--- config.mk ---
export PLATFORM = sky130hd
export DESIGN_NAME = control_sequencer_flat
export DESIGN_NICKNAME = d
export VERILOG_FILES = /design/src/rtl/control_sequencer_if.sv /design/src/rtl/control_sequencer.sv /design/src/flat_wrapper.sv
export SDC_FILE = /design/constraint.sdc
export NUM_CORES = 1
export LEC_CHECK = 0
export BUFFER_PORTS_ARGS = -buffer_cell sky130_fd_sc_hd__buf_2
export CAP_MARGIN = 40
export CORE_ASPECT_RATIO = 1.1
export CORE_MARGIN = 1
export CORE_UTILIZATION = 43
export DETAILED_ROUTE_END_ITERATION = 6
export GPL_TIMING_DRIVEN = 1
export PLACE_DENSITY = 0.84
export SLEW_MARGIN = 20
export SYNTH_ARGS = -nofsm -noshare
export SYNTH_HDL_FRONTEND = slang
export SYNTH_SLANG_ARGS = --single-unit
--- constraint.sdc ---
create_clock -name Clock -period 2.3 [get_ports Clock]
set_input_delay 0.23 -clock Clock [delete_from_list [all_inputs] [get_ports Clock]]
set_output_delay 0.23 -clock Clock [all_outputs]
set_load 0.01 [all_outputs]
--- src/rtl/control_sequencer_if.sv ---
// Control bus between the hardwired sequencer and the datapath: instruction/handshake
// inputs to the sequencer and every datapath strobe it drives.
interface control_sequencer_if #(
  parameter int ALUW = 5
);
  logic [31:0]     IR;
  logic            Mem_ready;
  logic            Stop;
  logic            Run;
  logic [ALUW-1:0] ALU_op;
  logic            PCout, IncPC, PC_enable, MAR_enable;
  logic            MDR_read, MDR_enable, MDRout, RAM_write;
  logic            IR_enable, Y_enable, ZLowIn, ZLowout;
  logic            Gra, Grb, Grc, R_in, R_out, BAout, Cout;

  modport master (
    input  IR, Mem_ready, Stop,
    output Run, ALU_op,
    output PCout, IncPC, PC_enable, MAR_enable,
    output MDR_read, MDR_enable, MDRout, RAM_write,
    output IR_enable, Y_enable, ZLowIn, ZLowout,
    output Gra, Grb, Grc, R_in, R_out, BAout, Cout
  );

  modport slave (
    output IR, Mem_ready, Stop,
    input  Run, ALU_op,
    input  PCout, IncPC, PC_enable, MAR_enable,
    input  MDR_read, MDR_enable, MDRout, RAM_write,
    input  IR_enable, Y_enable, ZLowIn, ZLowout,
    input  Gra, Grb, Grc, R_in, R_out, BAout, Cout
  );
endinterface

--- src/rtl/control_sequencer.sv ---
// Hardwired T-state control unit for the ld/ldi/st/ALU subset; decodes the latched
// opcode and drives datapath strobes, pacing memory reads on Mem_ready.
module control_sequencer #(
  parameter int OPW  = 5,
  parameter int ALUW = 5
) (
  input  logic                Clock,
  input  logic                Clear,
  control_sequencer_if.master bus
);
  typedef enum logic [3:0] {
    RST, T0, T1, T2, T3, T4, T5, T6, T7, HALT
  } state_t;

  state_t         state_reg, state_next;
  logic [OPW-1:0] op_reg;

  logic is_ld, is_ldi, is_st, is_alu, is_imm, is_halt, is_mem;
  logic [OPW-1:0] imm_alu;

  always_ff @(posedge Clock or negedge Clear) begin
    if (!Clear) begin
      state_reg <= RST;
      op_reg    <= '0;
    end else begin
      state_reg <= state_next;
      if (state_reg == T2)
        op_reg <= bus.IR[31:32-OPW];
    end
  end

  assign is_ld   = (op_reg == OPW'(0));
  assign is_ldi  = (op_reg == OPW'(1));
  assign is_st   = (op_reg == OPW'(2));
  assign is_alu  = (op_reg >= OPW'(3))  && (op_reg <= OPW'(10));
  assign is_imm  = (op_reg >= OPW'(11)) && (op_reg <= OPW'(13));
  assign is_halt = (op_reg == OPW'(26));
  assign is_mem  = is_ld || is_ldi || is_st;

  // addi/andi/ori reuse the add/and/or ALU functions
  always_comb begin
    imm_alu = OPW'(3);
    if (op_reg == OPW'(12)) imm_alu = OPW'(9);
    if (op_reg == OPW'(13)) imm_alu = OPW'(10);
  end

  always_comb begin
    state_next = state_reg;
    case (state_reg)
      RST:  state_next = T0;
      T0:   state_next = T1;
      T1:   state_next = bus.Mem_ready ? T2 : T1;
      T2:   state_next = T3;
      T3: begin
        if (is_halt)                state_next = HALT;
        else if (is_mem || is_alu || is_imm) state_next = T4;
        else                        state_next = bus.Stop ? HALT : T0;
      end
      T4:   state_next = T5;
      T5:   state_next = (is_ld || is_st) ? T6 : (bus.Stop ? HALT : T0);
      T6:   state_next = (is_st || bus.Mem_ready) ? T7 : T6;
      T7:   state_next = bus.Stop ? HALT : T0;
      HALT: state_next = HALT;
      default: state_next = RST;
    endcase
  end

  always_comb begin
    bus.Run        = 1'b0;
    bus.ALU_op     = '0;
    bus.PCout      = 1'b0;
    bus.IncPC      = 1'b0;
    bus.PC_enable  = 1'b0;
    bus.MAR_enable = 1'b0;
    bus.MDR_read   = 1'b0;
    bus.MDR_enable = 1'b0;
    bus.MDRout     = 1'b0;
    bus.RAM_write  = 1'b0;
    bus.IR_enable  = 1'b0;
    bus.Y_enable   = 1'b0;
    bus.ZLowIn     = 1'b0;
    bus.ZLowout    = 1'b0;
    bus.Gra        = 1'b0;
    bus.Grb        = 1'b0;
    bus.Grc        = 1'b0;
    bus.R_in       = 1'b0;
    bus.R_out      = 1'b0;
    bus.BAout      = 1'b0;
    bus.Cout       = 1'b0;
    case (state_reg)
      T0: begin
        bus.Run = 1'b1;
        bus.PCout = 1'b1; bus.MAR_enable = 1'b1; bus.IncPC = 1'b1; bus.ZLowIn = 1'b1;
      end
      T1: begin
        bus.Run = 1'b1;
        bus.MDR_read = 1'b1; bus.MDR_enable = 1'b1; bus.ZLowout = 1'b1;
        // PC loads only on the cycle T1 actually exits, so a stalled fetch
        // cannot advance PC more than once.
        bus.PC_enable = bus.Mem_ready;
      end
      T2: begin
        bus.Run = 1'b1;
        bus.MDRout = 1'b1; bus.IR_enable = 1'b1;
      end
      T3: begin
        bus.Run = 1'b1;
        if (is_mem) begin
          bus.Grb = 1'b1; bus.BAout = 1'b1; bus.Y_enable = 1'b1;
        end else if (is_alu || is_imm) begin
          bus.Grb = 1'b1; bus.R_out = 1'b1; bus.Y_enable = 1'b1;
        end
      end
      T4: begin
        bus.Run = 1'b1;
        bus.ZLowIn = 1'b1;
        if (is_alu) begin
          bus.Grc = 1'b1; bus.R_out = 1'b1;
          bus.ALU_op = ALUW'(op_reg);
        end else if (is_imm) begin
          bus.Cout = 1'b1;
          bus.ALU_op = ALUW'(imm_alu);
        end else begin
          bus.Cout = 1'b1;
          bus.ALU_op = ALUW'(3);
        end
      end
      T5: begin
        bus.Run = 1'b1;
        bus.ZLowout = 1'b1;
        if (is_ld || is_st) bus.MAR_enable = 1'b1;
        else begin
          bus.Gra = 1'b1; bus.R_in = 1'b1;
        end
      end
      T6: begin
        bus.Run = 1'b1;
        bus.MDR_enable = 1'b1;
        if (is_st) begin
          bus.Gra = 1'b1; bus.R_out = 1'b1;
        end else bus.MDR_read = 1'b1;
      end
      T7: begin
        bus.Run = 1'b1;
        if (is_st) bus.RAM_write = 1'b1;
        else begin
          bus.MDRout = 1'b1; bus.Gra = 1'b1; bus.R_in = 1'b1;
        end
      end
      default: ;
    endcase
  end
endmodule

--- src/flat_wrapper.sv ---
// flat-port wrapper written by rule: the top's interface ports become plain ports
module control_sequencer_flat 
#(
  parameter int OPW  = 5,
  parameter int ALUW = 5
)
  (Clock, Clear, bus_IR, bus_Mem_ready, bus_Stop, bus_Run, bus_ALU_op, bus_PCout, bus_IncPC, bus_PC_enable, bus_MAR_enable, bus_MDR_read, bus_MDR_enable, bus_MDRout, bus_RAM_write, bus_IR_enable, bus_Y_enable, bus_ZLowIn, bus_ZLowout, bus_Gra, bus_Grb, bus_Grc, bus_R_in, bus_R_out, bus_BAout, bus_Cout);
  control_sequencer_if #(.ALUW(ALUW)) bus_i ();
  input  logic Clock;
  input  logic Clear;
  input wire logic [$bits(bus_i.IR)-1:0] bus_IR;
  input wire logic [$bits(bus_i.Mem_ready)-1:0] bus_Mem_ready;
  input wire logic [$bits(bus_i.Stop)-1:0] bus_Stop;
  output wire logic [$bits(bus_i.Run)-1:0] bus_Run;
  output wire logic [$bits(bus_i.ALU_op)-1:0] bus_ALU_op;
  output wire logic [$bits(bus_i.PCout)-1:0] bus_PCout;
  output wire logic [$bits(bus_i.IncPC)-1:0] bus_IncPC;
  output wire logic [$bits(bus_i.PC_enable)-1:0] bus_PC_enable;
  output wire logic [$bits(bus_i.MAR_enable)-1:0] bus_MAR_enable;
  output wire logic [$bits(bus_i.MDR_read)-1:0] bus_MDR_read;
  output wire logic [$bits(bus_i.MDR_enable)-1:0] bus_MDR_enable;
  output wire logic [$bits(bus_i.MDRout)-1:0] bus_MDRout;
  output wire logic [$bits(bus_i.RAM_write)-1:0] bus_RAM_write;
  output wire logic [$bits(bus_i.IR_enable)-1:0] bus_IR_enable;
  output wire logic [$bits(bus_i.Y_enable)-1:0] bus_Y_enable;
  output wire logic [$bits(bus_i.ZLowIn)-1:0] bus_ZLowIn;
  output wire logic [$bits(bus_i.ZLowout)-1:0] bus_ZLowout;
  output wire logic [$bits(bus_i.Gra)-1:0] bus_Gra;
  output wire logic [$bits(bus_i.Grb)-1:0] bus_Grb;
  output wire logic [$bits(bus_i.Grc)-1:0] bus_Grc;
  output wire logic [$bits(bus_i.R_in)-1:0] bus_R_in;
  output wire logic [$bits(bus_i.R_out)-1:0] bus_R_out;
  output wire logic [$bits(bus_i.BAout)-1:0] bus_BAout;
  output wire logic [$bits(bus_i.Cout)-1:0] bus_Cout;
  assign bus_i.IR = bus_IR;
  assign bus_i.Mem_ready = bus_Mem_ready;
  assign bus_i.Stop = bus_Stop;
  assign bus_Run = bus_i.Run;
  assign bus_ALU_op = bus_i.ALU_op;
  assign bus_PCout = bus_i.PCout;
  assign bus_IncPC = bus_i.IncPC;
  assign bus_PC_enable = bus_i.PC_enable;
  assign bus_MAR_enable = bus_i.MAR_enable;
  assign bus_MDR_read = bus_i.MDR_read;
  assign bus_MDR_enable = bus_i.MDR_enable;
  assign bus_MDRout = bus_i.MDRout;
  assign bus_RAM_write = bus_i.RAM_write;
  assign bus_IR_enable = bus_i.IR_enable;
  assign bus_Y_enable = bus_i.Y_enable;
  assign bus_ZLowIn = bus_i.ZLowIn;
  assign bus_ZLowout = bus_i.ZLowout;
  assign bus_Gra = bus_i.Gra;
  assign bus_Grb = bus_i.Grb;
  assign bus_Grc = bus_i.Grc;
  assign bus_R_in = bus_i.R_in;
  assign bus_R_out = bus_i.R_out;
  assign bus_BAout = bus_i.BAout;
  assign bus_Cout = bus_i.Cout;
  control_sequencer #(.OPW(OPW), .ALUW(ALUW)) u_core (.Clock(Clock), .Clear(Clear), .bus(bus_i));
endmodule
======== After elaboration in Yosys (flattened, before gate mapping) ========
Cells that the tools add are included.
word-level totals
  register bits after elaboration ......... 9
  latch bits .............................. 0
  bits in writable memories ............... 0
  ROM bits ................................ 0
  input port bits ......................... 36
  output and inout port bits .............. 25
  word-level logic and storage cells ...... 75
  memories ................................ 0
operators by class
  add/sub/neg operators ................... 0
  multipliers ............................. 0
  div/mod/pow operators ................... 0
  order comparisons ....................... 4
  equality and inequality tests ........... 14
  shifts and indexed selects .............. 0
  muxes and demuxes ....................... 40
  bitwise gates (word level) .............. 0
  reductions and logical operators ........ 15
operators by type and width
  kind                                                            number
  case mux 4 bit (10 select lines)                                1
  two-way mux 4 bit                                               8
  two-way mux 1 bit                                               23
  equality test 4 x 3 -> 1 bit, second input constant             4
  equality test 5 x 4 -> 1 bit, second input constant             2
  less-or-equal comparator 5 x 4 -> 1 bit, second input constant  2
  two-way mux 5 bit                                               2
  equality test 4 x 2 -> 1 bit, second input constant             2
  equality test 4 bit, second input constant                      2
  case mux 1 bit (2 select lines)                                 4
  OR reduction 8 bit                                              1
  logical OR 1 bit                                                7
  case mux 1 bit (3 select lines)                                 2
  OR reduction 2 bit                                              3
  equality test 5 x 1 -> 1 bit, second input constant             1
  equality test 5 x 2 -> 1 bit, second input constant             1
  equality test 5 bit, second input constant                      1
  >= comparator 5 x 2 -> 1 bit, second input constant             1
  >= comparator 5 x 4 -> 1 bit, second input constant             1
  zero test 5 bit                                                 1
  equality test 4 x 1 -> 1 bit, second input constant             1
  zero test 4 bit                                                 1
  logical AND 1 bit                                               2

======== Longest topological paths before layout ========
  depth after elaboration ................. 8
  mapped depth ............................ 6
  depth with buffers taken out ............ 4

======== Worst setup path after synthesis ========
No wires, ideal clock.
  path type ............................... register to output
  from .................................... reg u_core.op_reg[3]
  to ...................................... out bus_MAR_enable
  arrival time ............................ 1513 ps
  data required time ...................... 2070 ps
  path slack .............................. 557 ps
  cell stages (with the launch flop) ...... 5
  buffers on the path ..................... 1
  cell sequence ........................... dfrtp_1 buf_6 or4_4 o32a_1 nor2_1
between the ends
  longest elaborated chain between the ends .. 4
  elaborated cells between the ends (all ways) .. 5
  those cells by class .................... 1 x eq/ne; 2 x mux; 2 x reduce/logical
ends and longest elaborated chain
  what                                                             RTL line                                          text
  from (decl)                                                      control_sequencer.sv:16                           logic [OPW-1:0] op_reg;
  from (signal assigned)                                           control_sequencer.sv:28                           op_reg <= bus.IR[31:32-OPW];
  equality test 5 x 2 -> 1 bit or zero test 5 bit (tied branches)  control_sequencer.sv:34, control_sequencer.sv:32
  logical OR 1 bit *                                               control_sequencer.sv:131                          if (is_ld || is_st) bus.MAR_enable = 1'b1;
  two-way mux 1 bit *                                              control_sequencer.sv:131
  case mux 1 bit (2 select lines) *                                control_sequencer.sv:90                           case (state_reg)
  to (decl)                                                        flat_wrapper.sv:19                                output wire logic [$bits(bus_i.MAR_enable)-1:0] bus_MAR_enable;
Every way passes the cells marked *; elsewhere a longest branch is shown, timed or not.

======== Final worst setup path ========
  from .................................... reg u_core.op_reg[2]
  to ...................................... out bus_R_out
between the ends
  longest elaborated chain between the ends .. 6
  elaborated cells between the ends (all ways) .. 17
  those cells by class .................... 4 x order compare; 2 x eq/ne; 5 x mux; 6 x reduce/logical
ends and longest elaborated chain
  what                                                        RTL line                                          text
  >= comparator 5 x 2 -> 1 bit, or another cell as far along  control_sequencer.sv:35                           assign is_alu = (op_reg >= OPW'(3)) && (op_reg <= OPW'(10));
  logical AND 1 bit (on tied branches)                        control_sequencer.sv:35, control_sequencer.sv:36
  logical OR 1 bit                                            control_sequencer.sv:110                          end else if (is_alu || is_imm) begin
  two-way mux 1 bit                                           control_sequencer.sv:110
  two-way mux 1 bit                                           control_sequencer.sv:108                          if (is_mem) begin
  case mux 1 bit (3 select lines) *                           control_sequencer.sv:90
  to (decl)                                                   flat_wrapper.sv:32                                output wire logic [$bits(bus_i.R_out)-1:0] bus_R_out;
Marked as above.

==> impl_metrics.toml <==
[synth]
yosysUniqueCellTypes = 39
syn_nets = 145
synthFlopType = "dfrtp_1"
synth-seq-cells = 9
synth_top_cell_by_area = "dfrtp_1"
synth-seq-area-share = 0.269
netlist_instances = 109
ys_top_cells_by_area = "dfrtp_1 27%, mux2_2 6.7%, nor2_1 5.4%"
synth_top_area_share = 0.269
async_reset_ff_frac = 1.00
synth_edf_count = 0
syn_area_um2 = 837
yosys_warnings = 0
avgSynthCellArea_um2 = 7.68

[floorplan]
coreArea_um2 = 1800
io_pins = 61
rows = 16
die-area_um2 = 2130
die_y_um = 48.3
initial_core_util = 0.465
fp.dieW_um = 44.1

[final_layout]
area_delta_synth_final_pct = 19.0
fillerInstances = 186
drive_gt1_frac = 0.358
nets = 171
antenna_cells = 0
register_area_um2 = 228
design_area_um2 = 996
final_util = 0.553
largest_reg_flops = 5
multi_input_area_um2 = 527

[pwr]
power_density_nw_per_um2 = 1510
power.leakage_nw = 0.496
irDropWorstVdd_mv = 0.777

[grt]
grt_pass1_vias = 706
antenna_found_initial = 0
grt_pass1_wl_um = 3160
grt-ovfl-total = 0
grt_max_degree = 18
track_usage = 0.206

[timing]
fin_crit_sh = 0.935
clock.fmax_mhz = 465
whs_ns = 0.173
setup-tns-final_ns = 0
hold_violations = 0
setup_viol = 0
clock_skew_ns = 0.00462
rsz0062_at_grt = "false"
min_period_ns = 2.15
slew_viol_final = 0

[flow_run]
max-cap-violations = 0

[place]
placed_area_um2 = 955
hpwlAfterDp_um = 1410
gp_congestion = 0.812
port_buffers = 32

[drt]
vias_per_cell = 5.78
route.detailed.drc = 3
firstDrtPassIters = 6
drt-initial-drc-count = 32
routed_wl_um = 1930
wl_per_cell_um = 12.7
ant_nets = 0
num_vias = 879

[worst_setup_path]
arrival_ns = 1.92
endpoint_kind = "primary output"
path_max_fanout = 12
path_class = "flop to primary output"
worstPathRequired_ns = 2.07
startpoint_type = "flop"
timing.rr.start = "u_core.state_reg[1]"
cp-startpoint = "u_core.op_reg[2]"

[hold_path]
hold_class = "primary input to flop"
hold_start = "bus_IR[31]"

[clocking]
cts_root_buf = "clkbuf_4"
numClockSinks = 9
cts_tree = "done"
numCtsBuffers = 3
insertion_delay_ns = 0.27
h-tree-depth = 1
postCtsSetupBuffers = 0
clk_pin_slew_ns = 0.05
ctsLongestPathBuffers = 2

[status]
failed_checks = "DRC"
status = "complete, but fails checks"
==> layer usage <==
layer | vias up | GRT usage | routed length, µm
met5 | - | 0 | 0
met4 | 0 | 0.0788 | 25
met3 | 4 | 0.0593 | 141
met2 | 31 | 0.356 | 950
met1 | 404 | 0.247 | 815
li1 | 440 | - | -
==> metrics by stage <==
| step | setup slack (ns) | cells | power (mW) |
|---|---|---|---|
| CTS | 0.0872 | 152 | 1.50 |
| global placement | 0.414 | 147 | 1.34 |
| floorplan | 0.557 | 109 | 1.16 |
| finish | 0.149 | 152 | 1.50 |
| global route | 0.0202 | 152 | 1.65 |
| detailed placement | 0.386 | 147 | 1.37 |
==> power breakdown <==
| part | switching (mW) | leakage, nW | internal, mW | total (mW) |
|---|---|---|---|---|
| Clock | 0.0555 | 0.0150 | 0.0669 | 0.122 |
| Sequential | 0.262 | 0.108 | 0.242 | 0.504 |
| Combinational | 0.452 | 0.374 | 0.421 | 0.873 |
==> cells in the final DEF, fill, tap and decap left out, types with 2 or more instances in the layout <==
cell type / count
nand3_1: 2
nand2b_1: 5
inv_1: 6
o21ai_0: 5
mux2_2: 5
and3_1: 3
nor3_1: 5
dfrtp_1: 7
o22ai_1: 4
clkbuf_4: 3
buf_2: 32
dfrtp_2: 2
nor2_1: 12
nand2_1: 7
nand3b_1: 2
xnor2_1: 3
a21oi_1: 7
==> cell families (layout without fill, tap and decap cells) <==
family / count (synthesis) / count (layout) / synth area share
compound gates: 28 / 28 / 0.221
mux: 5 / 5 / 0.0673
other cells: 1 / 1 / 0.00448
simple gates: 45 / 45 / 0.302
buf+inv: 18 / 43 / 0.105
flops: 9 / 9 / 0.269
xor+xnor: 3 / 3 / 0.0314
==> worst paths after layout <==
path	end	slack, ns	cells past startpoint
worst min register to register	u_core.op_reg[2]	0.71	1
min in group asynchronous	u_core.op_reg[1]	0.35	2
worst max register to register	u_core.op_reg[3]	0.57	3
max in group asynchronous	u_core.op_reg[2]	1.76	2
worst max-delay path	bus_R_out	0.15	5
worst min-delay path	u_core.op_reg[4]	0.17	3
==> final cells by class <==
type                    instances  share of cell area
clock buffers                   4              0.0264
multi-input cells              82               0.529
repair buffers                 33               0.171
flip-flops and latches          9               0.229
well taps                      18              0.0226
inverters                       6              0.0226
==> critical path, stage by stage, from the launching register on <==
cell      delay [ns]
dfrtp_2         0.49
nor4_4          0.38
nand2_2         0.14
or3_1           0.39
o211ai_1        0.10
buf_2           0.15
==> cell usage after synthesis (all sizes together) (2+ instances only) <==
| library cell | count |
|---|---|
| nand2 | 8 |
| nand3b | 2 |
| clkbuf | 7 |
| nor2 | 13 |
| nor4 | 2 |
| and3 | 4 |
| o21ai | 5 |
| buf | 5 |
| inv | 6 |
| o22ai | 4 |
| xnor2 | 3 |
| nand2b | 5 |
| a21oi | 7 |
| nor3 | 5 |
| dfrtp | 9 |
| nand3 | 2 |
| mux2 | 5 |
==> timing repair <==
item,CTS,global route
endpoints found under the setup margin,0,2
hold endpoints to repair,9,0
hold buffers,1,0
resized for setup,0,3
No activity file was read; power rests on OpenSTA's default activity.
